**src/rtl/regfile_pkg.sv**
```systemverilog
// Shared constants and helpers for the parametrised 2-read/1-write register file.
// Entry data types are declared per module from DATA_WIDTH; ZERO_DATA covers widths up to 64.
package regfile_pkg;

   localparam int unsigned MAX_DATA_WIDTH = 64;

   typedef logic [MAX_DATA_WIDTH-1:0] max_data_t;

   localparam max_data_t ZERO_DATA = '0;

   // Address width for a given entry count; never below one bit.
   function automatic int unsigned calc_aw(input int unsigned n);
      return (n < 2) ? 1 : int'($clog2(n));
   endfunction

endpackage

```
**src/rtl/regfile_read_port.sv**
```systemverilog
// One combinational read port: entry/valid mux, optional write bypass and
// optional hardwired-zero entry 0.
module regfile_read_port
   import regfile_pkg::*;
#(
   parameter int unsigned NUM_ENTRIES = 4,
   parameter int unsigned DATA_WIDTH  = 4,
   parameter int unsigned BYPASS      = 0,
   parameter int unsigned ZERO_REG0   = 0,
   parameter int unsigned AW          = 2
) (
   input  logic [NUM_ENTRIES-1:0][DATA_WIDTH-1:0] mem,
   input  logic [NUM_ENTRIES-1:0]                 valid,
   input  logic                                   wen,
   input  logic [AW-1:0]                          waddr,
   input  logic [DATA_WIDTH-1:0]                  wdata,
   input  logic [AW-1:0]                          raddr,
   output logic [DATA_WIDTH-1:0]                  rdata,
   output logic                                   rvalid
);

   typedef logic [DATA_WIDTH-1:0] data_t;

   always_comb begin
      rdata  = data_t'(mem[raddr]);
      rvalid = valid[raddr];
      if (BYPASS != 0 && wen && (waddr == raddr)) begin
         rdata  = wdata;
         rvalid = 1'b1;
      end
      // Applied last so entry 0 is never forwarded from a write.
      if (ZERO_REG0 != 0 && raddr == '0) begin
         rdata  = ZERO_DATA[DATA_WIDTH-1:0];
         rvalid = 1'b1;
      end
   end

endmodule

```
**src/rtl/regfile_2r1w_param.sv**
```systemverilog
// Parametrised register file: storage, valid tracking, write/clear/reset,
// and two independent combinational read ports.
module regfile_2r1w_param
   import regfile_pkg::*;
#(
   parameter int unsigned NUM_ENTRIES = 4,
   parameter int unsigned DATA_WIDTH  = 4,
   parameter int unsigned BYPASS      = 0,
   parameter int unsigned ZERO_REG0   = 0,
   localparam int unsigned AW         = calc_aw(NUM_ENTRIES)
) (
   input  logic                  clk,
   input  logic                  rst,
   input  logic                  clear,
   input  logic                  wen,
   input  logic [AW-1:0]         waddr,
   input  logic [DATA_WIDTH-1:0] wdata,
   input  logic [AW-1:0]         raddr0,
   output logic [DATA_WIDTH-1:0] rdata0,
   output logic                  rvalid0,
   input  logic [AW-1:0]         raddr1,
   output logic [DATA_WIDTH-1:0] rdata1,
   output logic                  rvalid1
);

   logic [NUM_ENTRIES-1:0][DATA_WIDTH-1:0] mem_q, mem_d;
   logic [NUM_ENTRIES-1:0]                 valid_q, valid_d;
   logic                                   wr_ok;

   assign wr_ok = wen && !(ZERO_REG0 != 0 && waddr == '0);

   // Write lands on top of a same-cycle clear.
   always_comb begin
      mem_d   = mem_q;
      valid_d = valid_q;
      if (clear) begin
         mem_d   = '0;
         valid_d = '0;
      end
      if (wr_ok) begin
         mem_d[waddr]   = wdata;
         valid_d[waddr] = 1'b1;
      end
   end

   always_ff @(posedge clk or negedge rst) begin
      if (!rst) begin
         mem_q   <= '0;
         valid_q <= '0;
      end else begin
         mem_q   <= mem_d;
         valid_q <= valid_d;
      end
   end

   regfile_read_port #(
      .NUM_ENTRIES (NUM_ENTRIES),
      .DATA_WIDTH  (DATA_WIDTH),
      .BYPASS      (BYPASS),
      .ZERO_REG0   (ZERO_REG0),
      .AW          (AW)
   ) u_rd0 (
      .mem    (mem_q),
      .valid  (valid_q),
      .wen    (wen),
      .waddr  (waddr),
      .wdata  (wdata),
      .raddr  (raddr0),
      .rdata  (rdata0),
      .rvalid (rvalid0)
   );

   regfile_read_port #(
      .NUM_ENTRIES (NUM_ENTRIES),
      .DATA_WIDTH  (DATA_WIDTH),
      .BYPASS      (BYPASS),
      .ZERO_REG0   (ZERO_REG0),
      .AW          (AW)
   ) u_rd1 (
      .mem    (mem_q),
      .valid  (valid_q),
      .wen    (wen),
      .waddr  (waddr),
      .wdata  (wdata),
      .raddr  (raddr1),
      .rdata  (rdata1),
      .rvalid (rvalid1)
   );

endmodule

```
**config.mk**
```make
export PLATFORM = sky130hd
export DESIGN_NAME = regfile_2r1w_param
export DESIGN_NICKNAME = d
export VERILOG_FILES = /design/src/rtl/regfile_pkg.sv /design/src/rtl/regfile_read_port.sv /design/src/rtl/regfile_2r1w_param.sv
export SDC_FILE = /design/constraint.sdc
export NUM_CORES = 1
export LEC_CHECK = 0
export BUFFER_PORTS_ARGS = -buffer_cell sky130_fd_sc_hd__buf_2
export CAP_MARGIN = 20
export CORE_MARGIN = 8
export CORE_UTILIZATION = 48
export DETAILED_ROUTE_END_ITERATION = 12
export PLACE_DENSITY_LB_ADDON = 0.05
export SYNTH_ARGS = -nofsm -noshare
export SYNTH_HDL_FRONTEND = slang
export SYNTH_SLANG_ARGS = --single-unit
```
**constraint.sdc**
```tcl
create_clock -name clk -period 1.58 [get_ports clk]
set_clock_uncertainty 0.05 [all_clocks]
set_input_delay 0.474 -clock clk [delete_from_list [all_inputs] [get_ports clk]]
set_output_delay 0.474 -clock clk [all_outputs]
set_load 0.01 [all_outputs]
```
==> results of run 1 <==
stage by stage:
stage / util, % / total power, mW / hold WS [ns] / std cells / setup TNS, ns
global route: 58.7 / 1.06 / 0.0827 / 129 / -3.03
detailed placement: 55.2 / 0.756 / 0.409 / 125 / -2.99
floorplan: - / 0.685 / 0.128 / 78 / -0.384
CTS: 56.7 / 0.996 / 0.0794 / 128 / -2.59
global placement: 55.2 / 0.751 / 0.405 / 125 / -2.90
finish: 58.7 / 0.998 / 0.0675 / 129 / -2.47
power groups by stage:
stage          logic (mW)  registers [mW]  clock network (mW)
3_5_place_dp        0.186           0.570                   0
5_1_grt             0.225           0.565               0.272
6_report            0.207           0.560               0.231
2_1_floorplan       0.121           0.564                   0
4_1_cts             0.191           0.560               0.245
3_3_place_gp        0.182           0.569                   0
cell type report:
type,instances,area share (%)
multi-input cells,50,43.2
flip-flops and latches,20,38.2
repair buffers,24,13.1
well taps,28,2.67
clock buffers,3,1.72
inverters,4,1.15
cell usage in the layout, fill, tap and decap left out:
cell / instances
nor3b_4: 1
buf_2: 14
mux4_2: 10
nor2b_1: 16
a21o_1: 1
nand3b_1: 2
dfrtp_1: 20
o21ai_0: 3
inv_1: 4
nand3_1: 1
buf_4: 3
mux2_2: 16
buf_6: 7
clkbuf_4: 3
metal layers:
metal,GRT usage [%],wire [µm],vias up
met5,0,0,-
met4,5.72,25,0
met3,3.26,115,5
met2,18.4,1090,16
met1,14.5,1040,343
li1,-,-,329
worst reg2reg max path: cells and delay by family (launching register included):
kind / cells / cell delay [ns]
simple gates: 1 / 0.13
flops: 1 / 0.41
mux: 1 / 0.27
registers in the layout (all words and copies together) (netlist names):
register,count
mem_q,16
valid_q,4
repair_timing:
action / in CTS / in global routing
hold endpoints to repair: 0 / 0
cloned: 0 / 0
endpoints found under the setup margin: 10 / 10
buffers inserted: 0 / 1
resized for setup: 3 / 7
pin swaps: 0 / 0
logic make-up (layout without fill, tap and decap cells):
logic type	count (synthesis)	count (layout)	share of synthesized area, %
AND/OR/NAND/NOR	20	20	12.1
AO/OA/AOI/OAI	4	4	1.96
flip-flops	20	20	43.5
multiplexers	26	26	38.5
buffers and inverters	8	31	4.02
how the worst max path moves through the flow:
stage	slack, ns	to	cells past startpoint
finish	-0.26	rdata0[1]	2
global route	-0.32	rvalid1	2
CTS	-0.27	rdata0[1]	2
detailed placement	-0.32	rdata0[1]	3
global placement	-0.29	rdata1[2]	3
floorplan	-0.04	rdata0[0]	2
==> impl_metrics.env, run 1 <==
export IMPL_status="finished with violations"
export IMPL_violations="setup timing"
export IMPL_synthArstFlopShare_pct=100
export IMPL_cts_path_max_buffers=2
export IMPL_layout_drive_gt1_share_pct=53.5
export IMPL_postRouteAntennaNets=0
export IMPL_cts_buffers=3
export IMPL_max_freq_mhz=544
export IMPL_vias=693
export IMPL_nets=117
export IMPL_gp_congestion=0.727
export IMPL_crit_type="register to primary output"
export IMPL_ctsHoldBuffers=0
export IMPL_synth_area_top_cells="dfrtp_1 43%, mux4_1 23%, mux2_2 16%"
export IMPL_synth_top_area_cell="dfrtp_1"
export IMPL_start_kind="register"
export IMPL_path_clk_slew_ns=0.10
export IMPL_yosysSeqAreaShare_pct=43.5
export IMPL_p_sw_mw=0.250
export IMPL_finalHoldViolations=0
export IMPL_area_growth_pct=13.9
export IMPL_clockRootBuffer="clkbuf_4"
export IMPL_swShare_pct=25.1
export IMPL_min_period_ns=1.84
export IMPL_antenna_found_initial=0
export IMPL_syn_area_um2=1150
export IMPL_synth_top_area_share_pct=43.5
export IMPL_stdcell_area_um2=1310
export IMPL_p_per_area_nw_per_um2=761
export IMPL_synth_edf_count=0
export IMPL_drv_cap=0
export IMPL_grt_pass1_vias=802
export IMPL_yosysUniqueCellTypes=13
export IMPL_drv_slew=0
export IMPL_grt_overflow_total=0
export IMPL_seqPwrFrac_pct=56.1
export IMPL_path_max_fanout=3
export IMPL_slew_headroom_pct=69.3
export IMPL_htreeDepth=1
export IMPL_cp_slowest_cell="mux4_2"
export IMPL_cp_data_required_time_ns=1.06
export IMPL_startpoint="mem_q[13]$_DFF_PN0_"
export IMPL_dpl_cell_area_um2=1230
export IMPL_portBuffers=23
export IMPL_drt_first_pass_iters=4
export IMPL_max_stage_delay_ns=0.49
export IMPL_synth_main_ff_cell="dfrtp_1"
export IMPL_power_leakage_nw=0.626
export IMPL_n_antenna_cell=0
export IMPL_drc=0
export IMPL_syn_inst=78
export IMPL_pwr_share_clk_pct=23.1
export IMPL_grt_pass1_wl_um=3840
export IMPL_first_iter_violations=18
export IMPL_io_pin_count=24
export IMPL_reg2regPathDepth=2
export IMPL_wl_um=2270
export IMPL_setup_violations=10
export IMPL_synth_warnings=0
export IMPL_timing_rr_end="mem_q[1]$_DFF_PN0_"
export IMPL_chipWidth_um=65.0
export IMPL_seq_area_um2=500
export IMPL_viasPerCell=5.37
export IMPL_dp_hpwl_um=1620
export IMPL_worst_pin_slew_ns=0.460
export IMPL_fillers=199
export IMPL_syn_num_nets=92
export IMPL_grt_usage_pct=11.7
export IMPL_grt_max_degree=21
export IMPL_worstHoldPathType="input pin to asynchronous set/reset pin"
export IMPL_rows=17
export IMPL_rsz0062_at_grt="true"
export IMPL_wl_per_cell_um=17.6
export IMPL_peakVddDrop_uv=445
export IMPL_start_util_pct=51.5
export IMPL_critPathBufInv=1
export IMPL_coreArea_um2=2230
export IMPL_power_frac_comb_pct=20.8
export IMPL_crit_path_cell_trace="mux4_2 > buf_6"
export IMPL_tritoncts="built"
export IMPL_clock_latency_ns=0.29
export IMPL_finalCritPeriodShare_pct=116
export IMPL_r2r_slack_ns=0.62
export IMPL_synth_most_common_cell="dfrtp_1"
export IMPL_multi_input_area_um2=567
export IMPL_r2r_start="mem_q[1]$_DFF_PN0_"
export IMPL_cellInternalPower_mw=0.748
export IMPL_die_area_um2=4220
export IMPL_dp_slack_ns=-0.320
export IMPL_crit_path_end_kind="primary output"
export IMPL_ys_ff_latch=20
export IMPL_fin_ws_ns=-0.257
export IMPL_cts_sinks=20
export IMPL_worstPathArrival_ns=1.31
export IMPL_crit_family="multiplexers"
export IMPL_fp_dieH_um=65.0
export IMPL_syn_area_per_cell_um2=14.8
export IMPL_ys_top_cells_by_count="20 x dfrtp_1, 16 x mux2_2, 16 x nor2b_1"
No activity file was read; power rests on OpenSTA's default activity.
==> inputs of run 2 (changes only) <==
CTS_CLUSTER_DIAMETER = 200   (was default)
RECOVER_POWER = 25   (was default)
==> impl_metrics.env, run 2 (synthesis gave the netlist of run 1 again) <==
export IMPL_top_register="mem_q"
export IMPL_fillers=200
export IMPL_critical_path_depth=2
export IMPL_drv_slew=0
export IMPL_fp_dieH_um=65.0
export IMPL_r2r_slack_ns=0.62
export IMPL_peakVddDrop_uv=445
export IMPL_area_growth_pct=13.8
export IMPL_crit_path_end_kind="primary output"
export IMPL_drt_first_pass_iters=4
export IMPL_n_antenna_cell=0
export IMPL_rows=17
export IMPL_fin_ws_ns=-0.257
export IMPL_crit_type="register to primary output"
export IMPL_cp_data_required_time_ns=1.06
export IMPL_timing_critical_path_to="rdata0[1]"
export IMPL_clock_latency_ns=0.29
export IMPL_timing_rr_end="mem_q[1]$_DFF_PN0_"
export IMPL_grt_max_degree=21
export IMPL_seq_area_um2=500
export IMPL_htreeDepth=1
export IMPL_setup_violations=10
export IMPL_wl_met1_um=1040
export IMPL_worstHoldPathType="input pin to asynchronous set/reset pin"
export IMPL_drc=0
export IMPL_p_sw_mw=0.250
export IMPL_chipWidth_um=65.0
export IMPL_clockRootBuffer="clkbuf_4"
export IMPL_max_freq_mhz=544
export IMPL_power_frac_comb_pct=20.7
export IMPL_reg2regPathDepth=2
export IMPL_grt_overflow_total=0
export IMPL_vias=693
export IMPL_grt_pass1_vias=802
export IMPL_wl_met3_um=115
export IMPL_worstPathArrival_ns=1.31
export IMPL_portBuffers=23
export IMPL_cp_slowest_cell="mux4_2"
export IMPL_coreArea_um2=2230
export IMPL_tritoncts="built"
export IMPL_antenna_found_initial=0
export IMPL_finalHoldViolations=0
export IMPL_r2r_start="mem_q[1]$_DFF_PN0_"
export IMPL_min_period_ns=1.84
export IMPL_grt_pass1_wl_um=3840
export IMPL_multi_input_area_um2=567
export IMPL_nets=117
export IMPL_crit_path_cell_trace="mux4_2 > buf_6"
export IMPL_dp_hpwl_um=1620
export IMPL_wl_per_cell_um=17.6
export IMPL_final_common_cell="dfrtp_1"
export IMPL_stdcell_area_um2=1310
export IMPL_dp_slack_ns=-0.320
export IMPL_violations="setup timing"
export IMPL_wl_um=2270
export IMPL_drv_cap=0
export IMPL_cts_buffers=3
export IMPL_slew_headroom_pct=26.6
export IMPL_first_iter_violations=18
export IMPL_finalCritPeriodShare_pct=116
export IMPL_startpoint="mem_q[13]$_DFF_PN0_"
export IMPL_power_leakage_nw=0.623
export IMPL_max_stage_delay_ns=0.49
export IMPL_met2WireLength_um=1090
export IMPL_worst_pin_slew_ns=1.10
export IMPL_p_per_area_nw_per_um2=762
export IMPL_viasPerCell=5.37
export IMPL_grt_usage_pct=11.7
export IMPL_largest_reg_flops=16
export IMPL_start_kind="register"
export IMPL_rsz0062_at_grt="true"
export IMPL_io_pin_count=24
export IMPL_swShare_pct=25.1
export IMPL_pwr_share_clk_pct=23.1
export IMPL_cellInternalPower_mw=0.748
export IMPL_cts_sinks=20
export IMPL_postRouteAntennaNets=0
export IMPL_gp_congestion=0.727
export IMPL_start_util_pct=51.5
export IMPL_path_clk_slew_ns=0.10
export IMPL_cts_path_max_buffers=2
export IMPL_top_regs="mem_q (16), valid_q (4)"
export IMPL_status="finished with violations"
export IMPL_critPathBufInv=1
export IMPL_die_area_um2=4220
export IMPL_layout_drive_gt1_share_pct=52.5
export IMPL_crit_family="multiplexers"
export IMPL_seqPwrFrac_pct=56.2
export IMPL_layout_common_cells="20 x dfrtp_1, 16 x nor2b_1, 16 x mux2_2, 13 x buf_2, 10 x mux4_2"
export IMPL_path_max_fanout=3
export IMPL_dpl_cell_area_um2=1230
export IMPL_top_layer_used="met4"
## run 2: cell count changes in the layout (fill, tap and decap cells not counted)
cell / delta
clkbuf_1: +1
buf_2: -1
## run 2: timing repair
item                                    CTS  global route
buffers inserted                          0             1
hold buffers                              0             0
resized for setup                         3             7
endpoints found under the setup margin   10            10
## run 2: worst min-delay path by stage
| stage | startpoint | endpoint | slack, ns | depth (start not counted) |
|---|---|---|---|---|
| 3_3_place_gp | rst | mem_q[7]$_DFF_PN0_ | 0.41 | 1 |
| 4_1_cts | rst | valid_q[0]$_DFF_PN0_ | 0.08 | 1 |
| 5_1_grt | rst | mem_q[7]$_DFF_PN0_ | 0.39 | 1 |
| 6_report | rst | mem_q[7]$_DFF_PN0_ | 0.31 | 1 |
| 2_1_floorplan | rst | mem_q[0]$_DFF_PN0_ | 0.13 | 0 |
| 3_5_place_dp | rst | valid_q[0]$_DFF_PN0_ | 0.41 | 1 |
## run 2: per-layer routing
metal	global-route usage (%)	vias up
met4	5.72	0
met5	0	-
met2	18.4	16
met1	14.5	343
met3	3.26	5
li1	-	329
## run 2: per-stage QoR
step | std cells | hold WS (ns) | utilization (%) | setup TNS [ns] | total power, mW
after CTS | 128 | 0.0794 | 56.7 | -2.59 | 0.996
final | 129 | 0.308 | 58.7 | -2.47 | 0.998
after detailed placement | 125 | 0.409 | 55.2 | -2.99 | 0.756
after global routing | 129 | 0.392 | 58.7 | -3.03 | 1.06
after floorplan | 78 | 0.128 | - | -0.384 | 0.685
after global placement | 125 | 0.405 | 55.2 | -2.90 | 0.751
## run 2: area by class of cell
type | count | area share, %
Multi-Input combinational cell | 50 | 43.3
Sequential cell | 20 | 38.2
Timing Repair Buffer | 24 | 13.0
Tap cell | 28 | 2.67
Clock buffer | 3 | 1.72
Inverter | 4 | 1.15
## run 2: worst register-to-register path: stages (launching register included)
cell	delay (ns)
dfrtp_1	0.41
nor2b_1	0.13
mux2_2	0.27
## run 2: power by group through the flow
stage / sequential [mW] / combinational [mW] / clock (mW)
4_1_cts: 0.560 / 0.191 / 0.245
3_3_place_gp: 0.569 / 0.182 / 0
5_1_grt: 0.565 / 0.225 / 0.272
2_1_floorplan: 0.564 / 0.121 / 0
3_5_place_dp: 0.570 / 0.186 / 0
6_report: 0.560 / 0.207 / 0.231
==> inputs of run 3 (changes only) <==
ABC_AREA = 1   (was default)
CORE_UTILIZATION = 49   (was 48)
==> impl_metrics.env, run 3 <==
export IMPL_setup_violations=9
export IMPL_wl_per_cell_um=13.8
export IMPL_multi_input_area_um2=667
export IMPL_slew_headroom_pct=26.4
export IMPL_n_antenna_cell=0
export IMPL_cts_buffers=3
export IMPL_clock_latency_ns=0.30
export IMPL_nets=250
export IMPL_path_max_fanout=3
export IMPL_fp_dieH_um=67.0
export IMPL_portBuffers=23
export IMPL_peakVddDrop_uv=553
export IMPL_htreeDepth=1
export IMPL_worst_pin_slew_ns=1.10
export IMPL_io_pin_count=24
export IMPL_area_growth_pct=29.3
export IMPL_crit_type="register to primary output"
export IMPL_postRouteAntennaNets=0
export IMPL_cp_slowest_cell="dfrtp_1"
export IMPL_ys_ff_latch=20
export IMPL_coreArea_um2=2480
export IMPL_yosysUniqueCellTypes=16
export IMPL_rsz0062_at_grt="true"
export IMPL_drt_first_pass_iters=4
export IMPL_drv_cap=0
export IMPL_worstPathArrival_ns=1.11
export IMPL_die_area_um2=4490
export IMPL_postLayoutCoreUtil_pct=66.6
export IMPL_synth_warnings=0
export IMPL_cellInternalPower_mw=0.811
export IMPL_power_frac_comb_pct=27.9
export IMPL_synth_main_ff_cell="dfrtp_1"
export IMPL_syn_inst=194
export IMPL_first_iter_violations=68
export IMPL_crit_family="flip-flops"
export IMPL_ctsHoldBuffers=0
export IMPL_place_inst=247
export IMPL_crit_path_cell_trace="inv_2 > nand2_1 > nand3_1 > nand2_1 > buf_2"
export IMPL_tritoncts="built"
export IMPL_dp_hpwl_um=2610
export IMPL_top_register="mem_q"
export IMPL_timing_rr_end="mem_q[11]$_DFF_PN0_"
export IMPL_grt_overflow_total=0
export IMPL_ys_top_cells_by_count="78 x nand2_1, 26 x inv_1, 20 x dfrtp_1, 20 x nand3_1, 16 x nor2_1"
export IMPL_final_common_cell="nand2_1"
export IMPL_rows=18
export IMPL_p_sw_mw=0.376
export IMPL_power_leakage_nw=0.952
export IMPL_start_kind="register"
export IMPL_start_util_pct=51.5
export IMPL_synthArstFlopShare_pct=100
export IMPL_top_regs="mem_q (16), valid_q (4)"
export IMPL_synth_area_top_cells="dfrtp_1 39%, nand2_1 23%, nand3_1 7.9%"
export IMPL_grt_usage_pct=17.3
export IMPL_gp_congestion=0.933
export IMPL_r2r_start="mem_q[11]$_DFF_PN0_"
export IMPL_antenna_found_initial=0
export IMPL_syn_num_nets=208
export IMPL_critPathBufInv=2
export IMPL_cts_sinks=20
export IMPL_grt_pass1_vias=1315
export IMPL_max_freq_mhz=611
export IMPL_r2r_slack_ns=0.63
export IMPL_seq_area_um2=500
export IMPL_synth_edf_count=0
export IMPL_synth_top_area_share_pct=39.3
export IMPL_syn_area_per_cell_um2=6.57
export IMPL_worstHoldPathType="input pin to asynchronous set/reset pin"
export IMPL_syn_area_um2=1270
export IMPL_synth_most_common_cell="nand2_1"
export IMPL_chipWidth_um=67.0
export IMPL_instances_no_fill=265
export IMPL_path_clk_slew_ns=0.12
export IMPL_status="finished with violations"
export IMPL_layout_common_cells="72 x nand2_1, 21 x inv_2, 20 x buf_2, 20 x dfrtp_1, 18 x buf_4"
export IMPL_layout_drive_gt1_share_pct=37.0
export IMPL_clockRootBuffer="clkbuf_4"
export IMPL_reg2regPathDepth=6
export IMPL_stdcell_area_um2=1650
export IMPL_p_per_area_nw_per_um2=720
export IMPL_finalHoldViolations=0
export IMPL_viasPerCell=5.20
export IMPL_cp_data_required_time_ns=1.06
export IMPL_wl_um=3650
export IMPL_dpl_cell_area_um2=1440
export IMPL_pwr_share_clk_pct=25.5
export IMPL_drc=0
export IMPL_min_period_ns=1.64
export IMPL_largest_reg_flops=16
export IMPL_synth_top_area_cell="dfrtp_1"
export IMPL_yosysSeqAreaShare_pct=39.3
export IMPL_grt_pass1_wl_um=6020
export IMPL_vias=1378
export IMPL_finalCritPeriodShare_pct=104
export IMPL_grt_max_degree=21
export IMPL_cpMostUsedCell="nand2_1"
export IMPL_crit_path_end_kind="primary output"
export IMPL_violations="setup timing"
export IMPL_cts_path_max_buffers=2
export IMPL_fillers=228
export IMPL_max_stage_delay_ns=0.39
export IMPL_swShare_pct=31.7
export IMPL_seqPwrFrac_pct=46.6
export IMPL_fin_ws_ns=-0.0576
export IMPL_drv_slew=0
-- run 3: worst max path at each step --
stage          cells after the start  slack, ns                 from        end
6_report                           5      -0.06  mem_q[10]$_DFF_PN0_  rdata1[2]
5_1_grt                            5      -0.12  mem_q[14]$_DFF_PN0_  rdata1[2]
4_1_cts                            5      -0.04   mem_q[3]$_DFF_PN0_  rdata1[3]
3_5_place_dp                       6      -0.17            raddr1[0]  rdata1[3]
3_3_place_gp                       6      -0.17            raddr1[0]  rdata1[2]
2_1_floorplan                      4       0.16            raddr1[0]  rdata1[0]
-- run 3: per-layer routing --
layer / track usage [%] / routed length, µm / vias to the layer above
met5: 0 / 0 / -
met4: 5.48 / 72 / 0
met3: 3.86 / 271 / 8
met2: 26.8 / 1600 / 48
met1: 23.2 / 1710 / 629
li1: - / - / 693
-- run 3: power by group through the flow --
stage | Combinational (mW) | Clock, mW | Sequential, mW
2_1_floorplan | 0.163 | 0 | 0.556
3_3_place_gp | 0.270 | 0 | 0.557
3_5_place_dp | 0.273 | 0 | 0.558
4_1_cts | 0.310 | 0.305 | 0.553
5_1_grt | 0.367 | 0.333 | 0.556
6_report | 0.331 | 0.303 | 0.553
-- run 3: logic make-up after synthesis --
| kind of cell | count (synthesis) | synth area share, % |
|---|---|---|
| AND/OR/NAND/NOR | 130 | 45.7 |
| buffers and inverters | 36 | 11.6 |
| flip-flops | 20 | 39.3 |
| AO/OA/AOI/OAI | 8 | 3.43 |
-- run 3: timing repair --
item / in CTS / in global routing
gates resized for setup: 28 / 13
pin swaps: 10 / 15
setup buffers: 11 / 2
cloned: 1 / 0
endpoints found under the setup margin: 10 / 10
-- run 3: per-stage QoR --
step	setup WS (ns)	setup TNS [ns]	hold WS, ns	total power [mW]
finish	-0.0576	-0.244	0.288	1.19
global route	-0.119	-0.865	0.376	1.26
CTS	-0.0362	-0.200	0.0635	1.17
detailed placement	-0.172	-1.33	0.401	0.831
global placement	-0.168	-1.24	0.399	0.827
floorplan	0.158	0	0.128	0.720
-- run 3: cell type report --
cell class | instances | area share, %
multi-input combinational | 138 | 40.4
tap | 30 | 2.28
timing repair buffer | 43 | 17.2
clock buffer | 4 | 2.20
inverter | 30 | 7.51
sequential | 20 | 30.3
